**config.mk**
```make
export PLATFORM = sky130hd
export DESIGN_NAME = rhythm_step_ctrl
export DESIGN_NICKNAME = d
export VERILOG_FILES = /design/src/rtl/rhythm_pkg.sv /design/src/rtl/step_divider.sv /design/src/rtl/rhythm_step_ctrl.sv
export SDC_FILE = /design/constraint.sdc
export NUM_CORES = 1
export LEC_CHECK = 0
export ABC_AREA = 1
export CORE_MARGIN = 4
export CORE_UTILIZATION = 50
export CTS_CLUSTER_DIAMETER = 100
export CTS_CLUSTER_SIZE = 24
export DETAILED_ROUTE_END_ITERATION = 8
export PLACE_DENSITY = 0.83
export SLEW_MARGIN = 20
export SYNTH_ARGS = -nofsm -noshare
export SYNTH_HDL_FRONTEND = slang
export SYNTH_SLANG_ARGS = --single-unit
```
**constraint.sdc**
```tcl
create_clock -name clk -period 2.6 [get_ports clk]
set_input_delay 0.52 -clock clk [delete_from_list [all_inputs] [get_ports clk]]
set_output_delay 0.52 -clock clk [all_outputs]
set_load 0.01 [all_outputs]
```
**src/rtl/rhythm_pkg.sv**
```systemverilog
// rhythm_pkg: shared state encoding and step-length helper for the rhythm sequencer.
package rhythm_pkg;
    typedef enum logic [1:0] {EMPTY, ARMED, RUN} state_t;
    function automatic int len_eff(input int len, input int depth);
        return (len == 0 || len > depth) ? depth : len;
    endfunction
endpackage

```
**src/rtl/step_divider.sv**
```systemverilog
// step_divider: tempo counter producing one tick every div+1 enabled cycles.
module step_divider #(
    parameter int DIV_W = 16
) (
    input  logic             clk,
    input  logic             rst,
    input  logic             en,
    input  logic [DIV_W-1:0] div,
    output logic             tick
);
    logic [DIV_W-1:0] cnt_q, cnt_d;
    always_comb begin
        tick  = en && (cnt_q >= div);
        cnt_d = !en ? cnt_q : tick ? '0 : cnt_q + DIV_W'(1);
    end
    always_ff @(posedge clk or posedge rst)
        if (rst) cnt_q <= '0;
        else     cnt_q <= cnt_d;
endmodule

```
**src/rtl/rhythm_step_ctrl.sv**
```systemverilog
// rhythm_step_ctrl: tempo-driven step sequencer; new patterns swap in only at bar boundaries.
module rhythm_step_ctrl
    import rhythm_pkg::*;
#(
    parameter int DEPTH = 16,
    parameter int DIV_W = 16
) (
    input  logic                       clk,
    input  logic                       rst,
    input  logic                       ena,
    input  logic [DIV_W-1:0]           div,
    input  logic [$clog2(DEPTH+1)-1:0] len,
    input  logic [DEPTH-1:0]           pat_data,
    input  logic                       pat_valid,
    output logic                       pat_ready,
    output logic                       step_tick,
    output logic [$clog2(DEPTH)-1:0]   step_idx,
    output logic                       gate,
    output logic                       bar_start,
    output logic                       pending
);
    localparam int IW = $clog2(DEPTH);
    localparam int LW = $clog2(DEPTH+1);
    state_t         state_q, state_d;
    logic [DEPTH-1:0] active_q, active_d, shadow_q, shadow_d;
    logic [IW-1:0]  idx_q, idx_d, step_idx_q, step_idx_d;
    logic [LW-1:0]  len_q, len_d, cur_len;
    logic           pending_q, pending_d, step_tick_q, step_tick_d;
    logic           gate_q, gate_d, bar_start_q, bar_start_d;
    logic           fire, accept, wrap, loaded;
    step_divider #(.DIV_W(DIV_W)) u_div (
        .clk(clk), .rst(rst), .en(state_q == RUN && ena), .div(div), .tick(fire)
    );
    always_comb begin
        accept      = pat_valid && !pending_q;
        loaded      = state_q != EMPTY;
        // Bar length is latched at step 0 so mid-bar edits never cut the running bar short.
        cur_len     = (idx_q == '0) ? LW'(len_eff(int'(len), DEPTH)) : len_q;
        wrap        = fire && (LW'(idx_q) == cur_len - LW'(1));
        state_d     = !loaded ? (accept ? (ena ? RUN : ARMED) : EMPTY) : (ena ? RUN : ARMED);
        active_d    = (!loaded && accept) ? pat_data : (wrap && pending_q) ? shadow_q : active_q;
        shadow_d    = (loaded && accept) ? pat_data : shadow_q;
        pending_d   = (loaded && accept) ? 1'b1 : wrap ? 1'b0 : pending_q;
        idx_d       = !fire ? idx_q : wrap ? '0 : idx_q + IW'(1);
        len_d       = (fire && idx_q == '0) ? cur_len : len_q;
        step_tick_d = fire;
        step_idx_d  = fire ? idx_q : step_idx_q;
        gate_d      = fire ? active_q[IW'(DEPTH-1) - idx_q] : gate_q;
        bar_start_d = fire && idx_q == '0;
    end
    always_ff @(posedge clk or posedge rst)
        if (rst) begin
            state_q     <= EMPTY;
            active_q    <= '0;
            shadow_q    <= '0;
            pending_q   <= 1'b0;
            idx_q       <= '0;
            len_q       <= LW'(DEPTH);
            step_tick_q <= 1'b0;
            step_idx_q  <= '0;
            gate_q      <= 1'b0;
            bar_start_q <= 1'b0;
        end else begin
            state_q     <= state_d;
            active_q    <= active_d;
            shadow_q    <= shadow_d;
            pending_q   <= pending_d;
            idx_q       <= idx_d;
            len_q       <= len_d;
            step_tick_q <= step_tick_d;
            step_idx_q  <= step_idx_d;
            gate_q      <= gate_d;
            bar_start_q <= bar_start_d;
        end
    assign pat_ready = !pending_q;
    assign pending   = pending_q;
    assign step_tick = step_tick_q;
    assign step_idx  = step_idx_q;
    assign gate      = gate_q;
    assign bar_start = bar_start_q;
endmodule
```
==> results.json, run 1 <==
{
  "antenna_found_initial": 0,
  "die_w_um": 96.3,
  "fp.dieH_um": 96.3,
  "post-route-period-util": 1.01,
  "synthTopCellsByArea": "dfrtp_1 (42%), nand2_1 (13%), o21ai_0 (7.3%)",
  "critPathMaxStageDelay_ns": 0.54,
  "synth_top_area_frac": 0.424,
  "synthDistinctLibCells": 36,
  "seq_area_um2": 1680,
  "synth_edf_count": 0,
  "area_growth_syn_to_layout_pct": 30.1,
  "num_vias": 3593,
  "place_area_um2": 4680,
  "gp_congestion": 0.902,
  "n_antenna_cell": 0,
  "dieArea_um2": 9270,
  "crit_fanout": 8,
  "netlist_top_cells_count": "nand2_1 (132), inv_1 (72), dfrtp_1 (66)",
  "worstPathBufferInverterCount": 3,
  "setup_viol": 14,
  "clk_latency_ns": 0.34,
  "final.setup_skew_ns": 0.00773,
  "violations": "negative setup slack",
  "coreArea_um2": 7410,
  "cts_tree": "built",
  "status": "complete, but fails checks",
  "grt_pass1_vias": 3404,
  "synth_nets": 572,
  "finalCriticalPeriod_ns": 2.63,
  "viasPerCell": 5.20,
  "clock_sinks": 67,
  "yosysWarnings": 0,
  "setup_slack_ns": -0.0256,
  "drive_gt1_frac": 0.167,
  "cp_data_required_time_ns": 2.84,
  "antenna_left": 0,
  "syn_avg_cell_area_um2": 7.64,
  "drt_iter0_markers": 174,
  "cap_violations": 0,
  "slowest_stage": "or4_4",
  "start_util": 0.526,
  "synth_most_common_cell": "nand2_1",
  "drtPass1Iterations": 6,
  "power_leakage_nw": 2.57,
  "synth_top_flop_cell": "dfrtp_1",
  "arrival_ns": 2.86,
  "critPathKind": "in -> reg",
  "worst_setup_path_end_kind": "flop",
  "wire_per_inst_um": 13.0,
  "reg2reg_depth": 15,
  "synthCells": 510,
  "grt_max_degree": 50,
  "synth-async-reset-ratio": 1.00,
  "clkTransAtPathRegs_ns": 0.08,
  "yosys.area.top_type": "dfrtp_1",
  "start_kind": "primary input",
  "io_pins": 50,
  "fin_nets": 649,
  "numCtsBuffers": 9,
  "post-route-drc-count": 0,
  "cts_max_level": 3,
  "irDropWorstVdd_mv": 0.536,
  "grt_usage": 0.207,
  "finalHoldViolCount": 0,
  "critPathTopFamily": "simple AND/OR/NAND/NOR gates",
  "stdcell_area_um2": 5070,
  "hpwl_um": 6280,
  "path_cells": "buf_6 > or4_4 > ha_4 > inv_2 > nand2_2 > nand3_2 > nand2_4 > ha_4 > xor2_1 > o21ai_1 > nor2_2 > nand3_2 > nor2_4 > nand3_4 > buf_8 > nand3_1 > nand2_1",
  "n_fill_cell": 595,
  "hp-class": "in -> async",
  "p_per_area_nw_per_um2": 859,
  "yosys_register_bits": 67,
  "slew_headroom": 0.641,
  "cts.path.max_buffers": 2,
  "portBuffers": 49,
  "overflow": 0,
  "max_freq_mhz": 381,
  "netlist_area_um2": 3900,
  "row_count": 31,
  "grt_pass1_wl_um": 15000,
  "worst_pin_slew_ns": 0.538,
  "cts-root-buf": "clkbuf_8",
  "worstSetupPathDepth": 17,
  "rsz0062_at_grt": "yes",
  "multi_input_area_um2": 2010,
  "ctsHoldBuffers": 0,
  "slew_violations": 0,
  "hold_ws_ns": 0.461,
  "ys_seq_area_frac": 0.431,
  "wl_um": 8970
}
==> final timing paths <==
check / from / endpoint / slack, ns
worst min-delay path: rst / shadow_q[2] / 0.46
min in group clk: shadow_q[6] / shadow_q[6] / 0.49
worst max-delay path: len[0] / active_q[6] / -0.03
max in group asynchronous: rst / active_q[0] / 1.54
worst min register to register: shadow_q[6] / shadow_q[6] / 0.49
worst max register to register: idx_q[0] / active_q[6] / 0.16
==> layout make-up <==
class,count,area share
repair buffers,81,0.149
inverters,74,0.0548
clock buffers,9,0.0244
clock inverters,7,0.0200
well taps,99,0.0244
multi-input cells,354,0.396
flip-flops and latches,67,0.331
==> flip-flops by register name, summed over array words and instances, names as in the netlist <==
| register | count |
|---|---|
| step_idx | 4 |
| bar_start | 1 |
| active_q | 16 |
| idx_q | 4 |
| u_div.cnt_q | 16 |
| state_q | 2 |
| shadow_q | 16 |
| gate | 1 |
| step_tick | 1 |
| pending | 1 |
| len_q | 5 |
==> placed cells by master (no fill, tap or decap), types with 2 or more instances in the layout <==
cell type / count
a21oi_1: 10
buf_4: 29
buf_6: 3
buf_8: 2
bufinv_16: 2
clkbuf_8: 9
clkdlybuf4s50_1: 45
clkinv_4: 2
clkinvlp_4: 2
dfrtp_1: 66
ha_1: 19
ha_4: 2
inv_1: 69
inv_2: 5
nand2_1: 125
nand2_2: 9
nand2_4: 5
nand3_1: 25
nand3_2: 17
nand4_1: 7
nor2_1: 36
nor2_2: 2
nor2_4: 2
nor3_1: 8
nor3b_1: 4
o211ai_1: 2
o21ai_0: 57
o21ai_1: 3
o221ai_1: 2
o22ai_1: 2
xor2_1: 7
==> kinds of logic after synthesis <==
| family | after synthesis | synth area share |
|---|---|---|
| AND/OR/NAND/NOR | 245 | 0.286 |
| AO/OA/AOI/OAI | 81 | 0.112 |
| XOR/XNOR | 7 | 0.0157 |
| buffers and inverters | 89 | 0.0883 |
| flip-flops | 67 | 0.431 |
| adder cells (fa/ha/maj) | 21 | 0.0674 |
==> metal layers <==
layer  up-vias  part of all wire  GRT usage  wire length (um)
met3        15             0.054     0.0336               482
met4         0             0.015     0.0758               131
met1      1672              0.42      0.259              3810
met5         -                 0          0                 0
li1       1801                 -          -                 -
met2       105              0.51      0.358              4550
==> worst reg2reg max path, delay by kind of cell (launching register included) <==
family                   cells  cell delay (ns)
adder cells (fa/ha/maj)      2             0.47
AO/OA/AOI/OAI                1             0.09
XOR/XNOR                     1             0.12
AND/OR/NAND/NOR              8             0.82
flip-flops                   1             0.39
buffers and inverters        3             0.44
==> per-stage QoR <==
stage	power, mW	cells	TNS, ns	utilization	worst slack [ns]
after detailed placement	3.29	670	-15.15	0.631	-0.776
after floorplan	2.74	510	-3.18	-	-0.229
after global routing	4.71	691	-1.59	0.684	-0.117
after CTS	4.32	691	-2.07	0.677	-0.131
after global placement	3.19	670	-13.38	0.631	-0.676
final	4.35	691	-0.212	0.684	-0.0256
==> power by group <==
| part | internal (mW) | switching, mW |
|---|---|---|
| sequential | 1.42 | 0.320 |
| combinational | 0.736 | 0.903 |
| clock | 0.546 | 0.432 |
| total | 2.70 | 1.66 |
==> timing repair <==
action | 4_1_cts | 5_1_grt
hold endpoints to repair | 0 | 0
resized for setup | 33 | 16
pin swaps | 19 | 15
setup buffers | 5 | 1
endpoints found under the setup margin | 21 | 21
(Power assumes the default switching activity.)
==> run 2: changes to the inputs <==
--- a/config.mk
+++ b/config.mk
@@ -11,6 +11,7 @@
 export CTS_CLUSTER_DIAMETER = 100
 export CTS_CLUSTER_SIZE = 24
 export DETAILED_ROUTE_END_ITERATION = 8
+export HOLD_SLACK_MARGIN = 0.15
 export PLACE_DENSITY = 0.83
 export SLEW_MARGIN = 20
 export SYNTH_ARGS = -nofsm -noshare
==> results of run 2 <==
Final layout, timing and power as in run 1 (identical DEF).
==> run 3: changes to the inputs <==
--- a/config.mk
+++ b/config.mk
@@ -7,13 +7,14 @@
 export LEC_CHECK = 0
 export ABC_AREA = 1
 export CORE_MARGIN = 4
-export CORE_UTILIZATION = 50
+export CORE_UTILIZATION = 51
 export CTS_CLUSTER_DIAMETER = 100
 export CTS_CLUSTER_SIZE = 24
 export DETAILED_ROUTE_END_ITERATION = 8
 export HOLD_SLACK_MARGIN = 0.15
-export PLACE_DENSITY = 0.83
+export PLACE_DENSITY = 0.84
 export SLEW_MARGIN = 20
 export SYNTH_ARGS = -nofsm -noshare
 export SYNTH_HDL_FRONTEND = slang
+export SYNTH_HIERARCHICAL = 1
 export SYNTH_SLANG_ARGS = --single-unit
==> results.json, run 3 <==
{
  "layout_commonest_cell": "nand2_1",
  "post-route-drc-count": 0,
  "synthDistinctLibCells": 36,
  "hold_path_depth": 2,
  "synth_top_flop_cell": "dfrtp_1",
  "stdcell_area_um2": 5190,
  "power_leakage_nw": 2.65,
  "final_cell_mix": "nand2_1 (138), inv_1 (66), dfrtp_1 (66)",
  "path_cells": "buf_6 > or4_4 > ha_4 > inv_4 > buf_4 > buf_4 > nand2_1 > nand3_2 > nand2_4 > nand2_1 > nor2_2 > nand2_1 > a21oi_4 > nand4_4 > buf_6 > nand3_1 > nand2_1",
  "gp_congestion": 0.814,
  "io_pins": 50,
  "critPathMaxStageDelay_ns": 0.54,
  "synth_edf_count": 0,
  "row_count": 31,
  "worst_pin_slew_ns": 0.637,
  "post-place-cells": 672,
  "grt_usage": 0.208,
  "startpoint": "len[1]",
  "portBuffers": 49,
  "synth_top_area_frac": 0.414,
  "cts-root-buf": "clkbuf_8",
  "area_growth_syn_to_layout_pct": 30.3,
  "fin_nets": 655,
  "start_util": 0.538,
  "drt_iter0_markers": 206,
  "synth_nets": 574,
  "numCtsBuffers": 9,
  "dp_worst_setup_slack_ns": -0.913,
  "final.setup_skew_ns": 0.0118,
  "place_area_um2": 4740,
  "clk_latency_ns": 0.35,
  "drtPass1Iterations": 5,
  "clkTransAtPathRegs_ns": 0.08,
  "worst_setup_path_end_kind": "flop",
  "antenna_left": 0,
  "seq_area_um2": 1680,
  "netlist_top_cells_count": "nand2_1 (147), inv_1 (67), dfrtp_1 (66)",
  "ys_seq_area_frac": 0.421,
  "setup_viol": 20,
  "fp.dieH_um": 96.4,
  "overflow": 0,
  "hpwl_um": 6260,
  "dieArea_um2": 9290,
  "synth_most_common_cell": "nand2_1",
  "die_w_um": 96.4,
  "num_vias": 3638,
  "setup_slack_ns": -0.202,
  "wl_um": 8940,
  "critPathTopFamily": "simple AND/OR/NAND/NOR gates",
  "status": "complete, but fails checks",
  "max_freq_mhz": 357,
  "grt_pass1_vias": 3603,
  "yosys_register_bits": 67,
  "multi_input_area_um2": 2130,
  "reg2reg_slack_ns": -0.01,
  "cp_data_required_time_ns": 2.84,
  "violations": "negative setup slack",
  "drive_gt1_frac": 0.201,
  "netlist_area_um2": 3990,
  "yosys.area.top_type": "dfrtp_1",
  "hold_ws_ns": 0.488,
  "synthCells": 512,
  "cts_tree": "built",
  "slew_violations": 0,
  "wire_per_inst_um": 12.8,
  "syn_avg_cell_area_um2": 7.79,
  "antenna_found_initial": 0,
  "worstPathBufferInverterCount": 5,
  "arrival_ns": 3.04,
  "grt_pass1_wl_um": 15300,
  "p_per_area_nw_per_um2": 904,
  "slowest_stage": "or4_4",
  "coreArea_um2": 7410,
  "start_kind": "primary input",
  "finalCriticalPeriod_ns": 2.80,
  "final_cells": 697,
  "utilization": 0.701,
  "hp-class": "reg -> reg",
  "synthTopCellsByArea": "dfrtp_1 (41%), nand2_1 (14%), ha_1 (6.6%)",
  "n_fill_cell": 553,
  "slew_headroom": 0.575,
  "yosysWarnings": 6,
  "grt_max_degree": 52,
  "n_antenna_cell": 0,
  "path_common_cell": "nand2_1",
  "post-route-period-util": 1.08,
  "critPathKind": "in -> reg",
  "viasPerCell": 5.22,
  "cts_max_level": 3,
  "hold_start": "shadow_q[8]",
  "reg_top3": "active_q: 16 flops, shadow_q: 16 flops, u_div/cnt_q: 16 flops",
  "whs_endpoint": "shadow_q[8]",
  "finalHoldViolCount": 0,
  "cap_violations": 0,
  "clock_sinks": 67,
  "synth-async-reset-ratio": 1.00,
  "cts.path.max_buffers": 2,
  "r2r_start": "idx_q[0]",
  "r2r-end": "active_q[0]",
  "crit_fanout": 8,
  "irDropWorstVdd_mv": 0.554,
  "rsz0062_at_grt": "yes",
  "reg2reg_depth": 15
}
-- run 3: cell types whose count changed after synthesis, moves of 4 or more --
cell	delta
a21oi_2	+11
inv_1	-5
nand2_1	+15
nor2_1	-12
nor3_1	-7
nor3b_1	-4
o21ai_0	-6
xnor2_1	+4
-- run 3: cell families (layout without fill, tap and decap cells) --
| family | after synthesis | in the layout | synth area share |
|---|---|---|---|
| compound gates | 86 | 86 | 0.126 |
| xor+xnor | 12 | 12 | 0.0264 |
| fa+ha+maj | 21 | 21 | 0.0659 |
| buf+inv | 86 | 172 | 0.0860 |
| flops | 67 | 67 | 0.421 |
| simple gates | 240 | 240 | 0.275 |
-- run 3: worst max-delay path by stage --
| stage | to | slack, ns | cells past startpoint |
|---|---|---|---|
| 6_report | active_q[0] | -0.20 | 17 |
| 5_1_grt | active_q[0] | -0.29 | 17 |
| 4_1_cts | active_q[8] | -0.08 | 17 |
| 3_3_place_gp | active_q[7] | -0.79 | 17 |
| 3_5_place_dp | active_q[1] | -0.91 | 17 |
| 2_1_floorplan | active_q[0] | -0.34 | 17 |
-- run 3: metrics by stage --
step                      TNS (ns)  power [mW]
after floorplan              -5.20        2.89
after global placement      -16.77        3.44
after detailed placement    -19.19        3.54
after CTS                    -1.29        4.59
after global routing         -4.90        5.07
final                        -2.68        4.69
-- run 3: routing by layer --
| layer | GRT usage | wire length, um |
|---|---|---|
| met5 | 0 | 0 |
| met3 | 0.0426 | 467 |
| met1 | 0.254 | 3760 |
| met2 | 0.359 | 4510 |
| met4 | 0.0876 | 195 |
-- run 3: what timing repair did --
| item | CTS | global route |
|---|---|---|
| hold buffers | 0 | 0 |
| pin swaps | 18 | 21 |
| gates resized for setup | 35 | 22 |
| setup endpoints to repair | 21 | 26 |
| setup buffers | 5 | 5 |
-- run 3: report_power, final --
| group | leakage [nW] | switching, mW | internal (mW) |
|---|---|---|---|
| combinational | 1.69 | 1.16 | 0.895 |
| sequential | 0.864 | 0.274 | 1.41 |
| clock | 0.101 | 0.417 | 0.536 |
| total | 2.65 | 1.86 | 2.84 |
-- run 3: tightest hold or removal path: stages, from the launching register on --
cell and delay [ns]:
dfrtp_1 0.35, nand2_1 0.05, o21ai_0 0.06
-- run 3: area by class of cell --
cell class,instances,area share
clock buffers,9,0.0238
multi-input cells,359,0.410
well taps,99,0.0238
clock inverters,7,0.0178
inverters,70,0.0511
repair buffers,86,0.150
flip-flops and latches,67,0.323
==> patch, RTL diff (settings of run 1) <==
Change the parameter `DEPTH` from 16 to 8.
--- a/src/rtl/rhythm_step_ctrl.sv
+++ b/src/rtl/rhythm_step_ctrl.sv
@@ -4,3 +4,3 @@
 #(
-    parameter int DEPTH = 16,
+    parameter int DEPTH = 8,
     parameter int DIV_W = 16
Ports: changed (resized len, pat_data and step_idx); port bits go from 50 to 40. The function was not compared with the original's and may differ.
==> patch against run 1 <==
Critical path depth down 4; design area fell by 32%; area after synthesis fell by 27%; sequential cell count decreased by 19; critical path type unchanged; setup slack improved by 330 ps; register-to-register slack better by 190 ps; wire length shrank 38%; count of clock-buffer cells in the layout down 2; largest cell class unchanged; power decreased by 50%.
==> patch: results (changes against run 1) <==
metric,value,unit,change
status,completed,,
H-tree lvl count,2,,-1
WL met2,2.685,mm,-41%
dpl hpwl,4.171,mm,-34%
Via density,4.943,,-4.9%
Rel. slew slack,0.3843,,-0.2568
share of cells above drive strength 1,0.09135,,-0.07588
top flop regs,"u_div.cnt_q (16), active_q (8), shadow_q (8)",,
CP startpoint,div[15],,
met3 Use GR,0.03472,,+0.001102
post-CTS setup buffer count,0,,-5
crit path max fanout,9,,+1
nets,467,,-28%
most area-consuming cells after synthesis,"dfrtp_1 (42%), nand2_1 (13%), ha_1 (8.4%)",,
sequential-to-total area share from yosys stat,0.4252,,-0.005415
RD Place Congestion,0.8105,,-10%
GR Layer Usage met1,0.2199,,-0.03946
Synth Instances,370,,-27%
wire per inst,11.31,microns,-13%
pin count of the biggest net entering global routing,49,,-2.0%
Met1 Routed Length,2.567,mm,-33%
met3 WL post-DR,219,microns,-55%
leakage power,1.752,nW,-32%
clock latency on the worst-skew pair,290,ps,-50 ps
via count,2412,,-33%
Placed Area,0.003328,sq mm,-29%
Syn Nets,421,,-26%
first-pass GRT wire length,9.942,mm,-34%
"top cells by count, synth","nand2_1 (98), inv_1 (50), dfrtp_1 (47)",,
crit path DAT,2530,ps,-330 ps
layout filler cell count,498,,-16%
Worst VDD drop,0.0003634,V,-32%
patch: final timing paths:
| path | to | slack (ps) |
|---|---|---|
| min in group asynchronous | step_tick$_DFF_PP0_ | 680 |
| worst min-delay path | step_idx[2]$_DFFE_PP0N_ | 490 |
| worst max-delay path | active_q[6]$_DFFE_PP0P_ | 300 |
| max in group asynchronous | bar_start$_DFF_PP0_ | 1500 |
| worst max register to register | pending$_DFFE_PP0P_ | 350 |
| worst min register to register | step_idx[2]$_DFFE_PP0N_ | 490 |
patch: report_power, final:
group	switching, mW	internal (mW)	total [mW]	leakage, nW
Clock	0.235	0.237	0.472	0.0503
Combinational	0.352	0.291	0.643	1.10
Sequential	0.138	0.929	1.07	0.598
patch: layout make-up:
| cell class | instances | area, sq um | share of cell area |
|---|---|---|---|
| Timing Repair Buffer | 45 | 435.4 | 0.1271 |
| Inverter | 58 | 217.7 | 0.06357 |
| Multi-Input combinational cell | 258 | 1383 | 0.4037 |
| Clock buffer | 7 | 96.34 | 0.02813 |
| Sequential cell | 48 | 1202 | 0.3511 |
| Tap cell | 72 | 90.09 | 0.02631 |
patch: worst max-delay path: stages:
cell	delay [ps]
clkdlybuf4s50_1	450
inv_1	40
ha_1	280
nand2_1	80
nor3_1	280
nand3_1	110
nand3_1	100
nand2_1	130
inv_2	130
nand3_4	140
nand2_4	130
nand2_1	80
nand2_1	60
patch: timing repair:
item                       CTS  global route
hold buffers                 0             0
setup endpoints to repair    0             9
resized for setup            0             1
patch: cells by family (layout without fill, tap and decap cells):
family                   Yosys count  after routing  synth area share
AND/OR/NAND/NOR                  175            175            0.2779
buffers and inverters             64            110           0.08584
AO/OA/AOI/OAI                     58             58            0.1084
adder cells (fa/ha/maj)           19             19           0.08407
XOR/XNOR                           6              6           0.01858
flip-flops                        48             48            0.4252
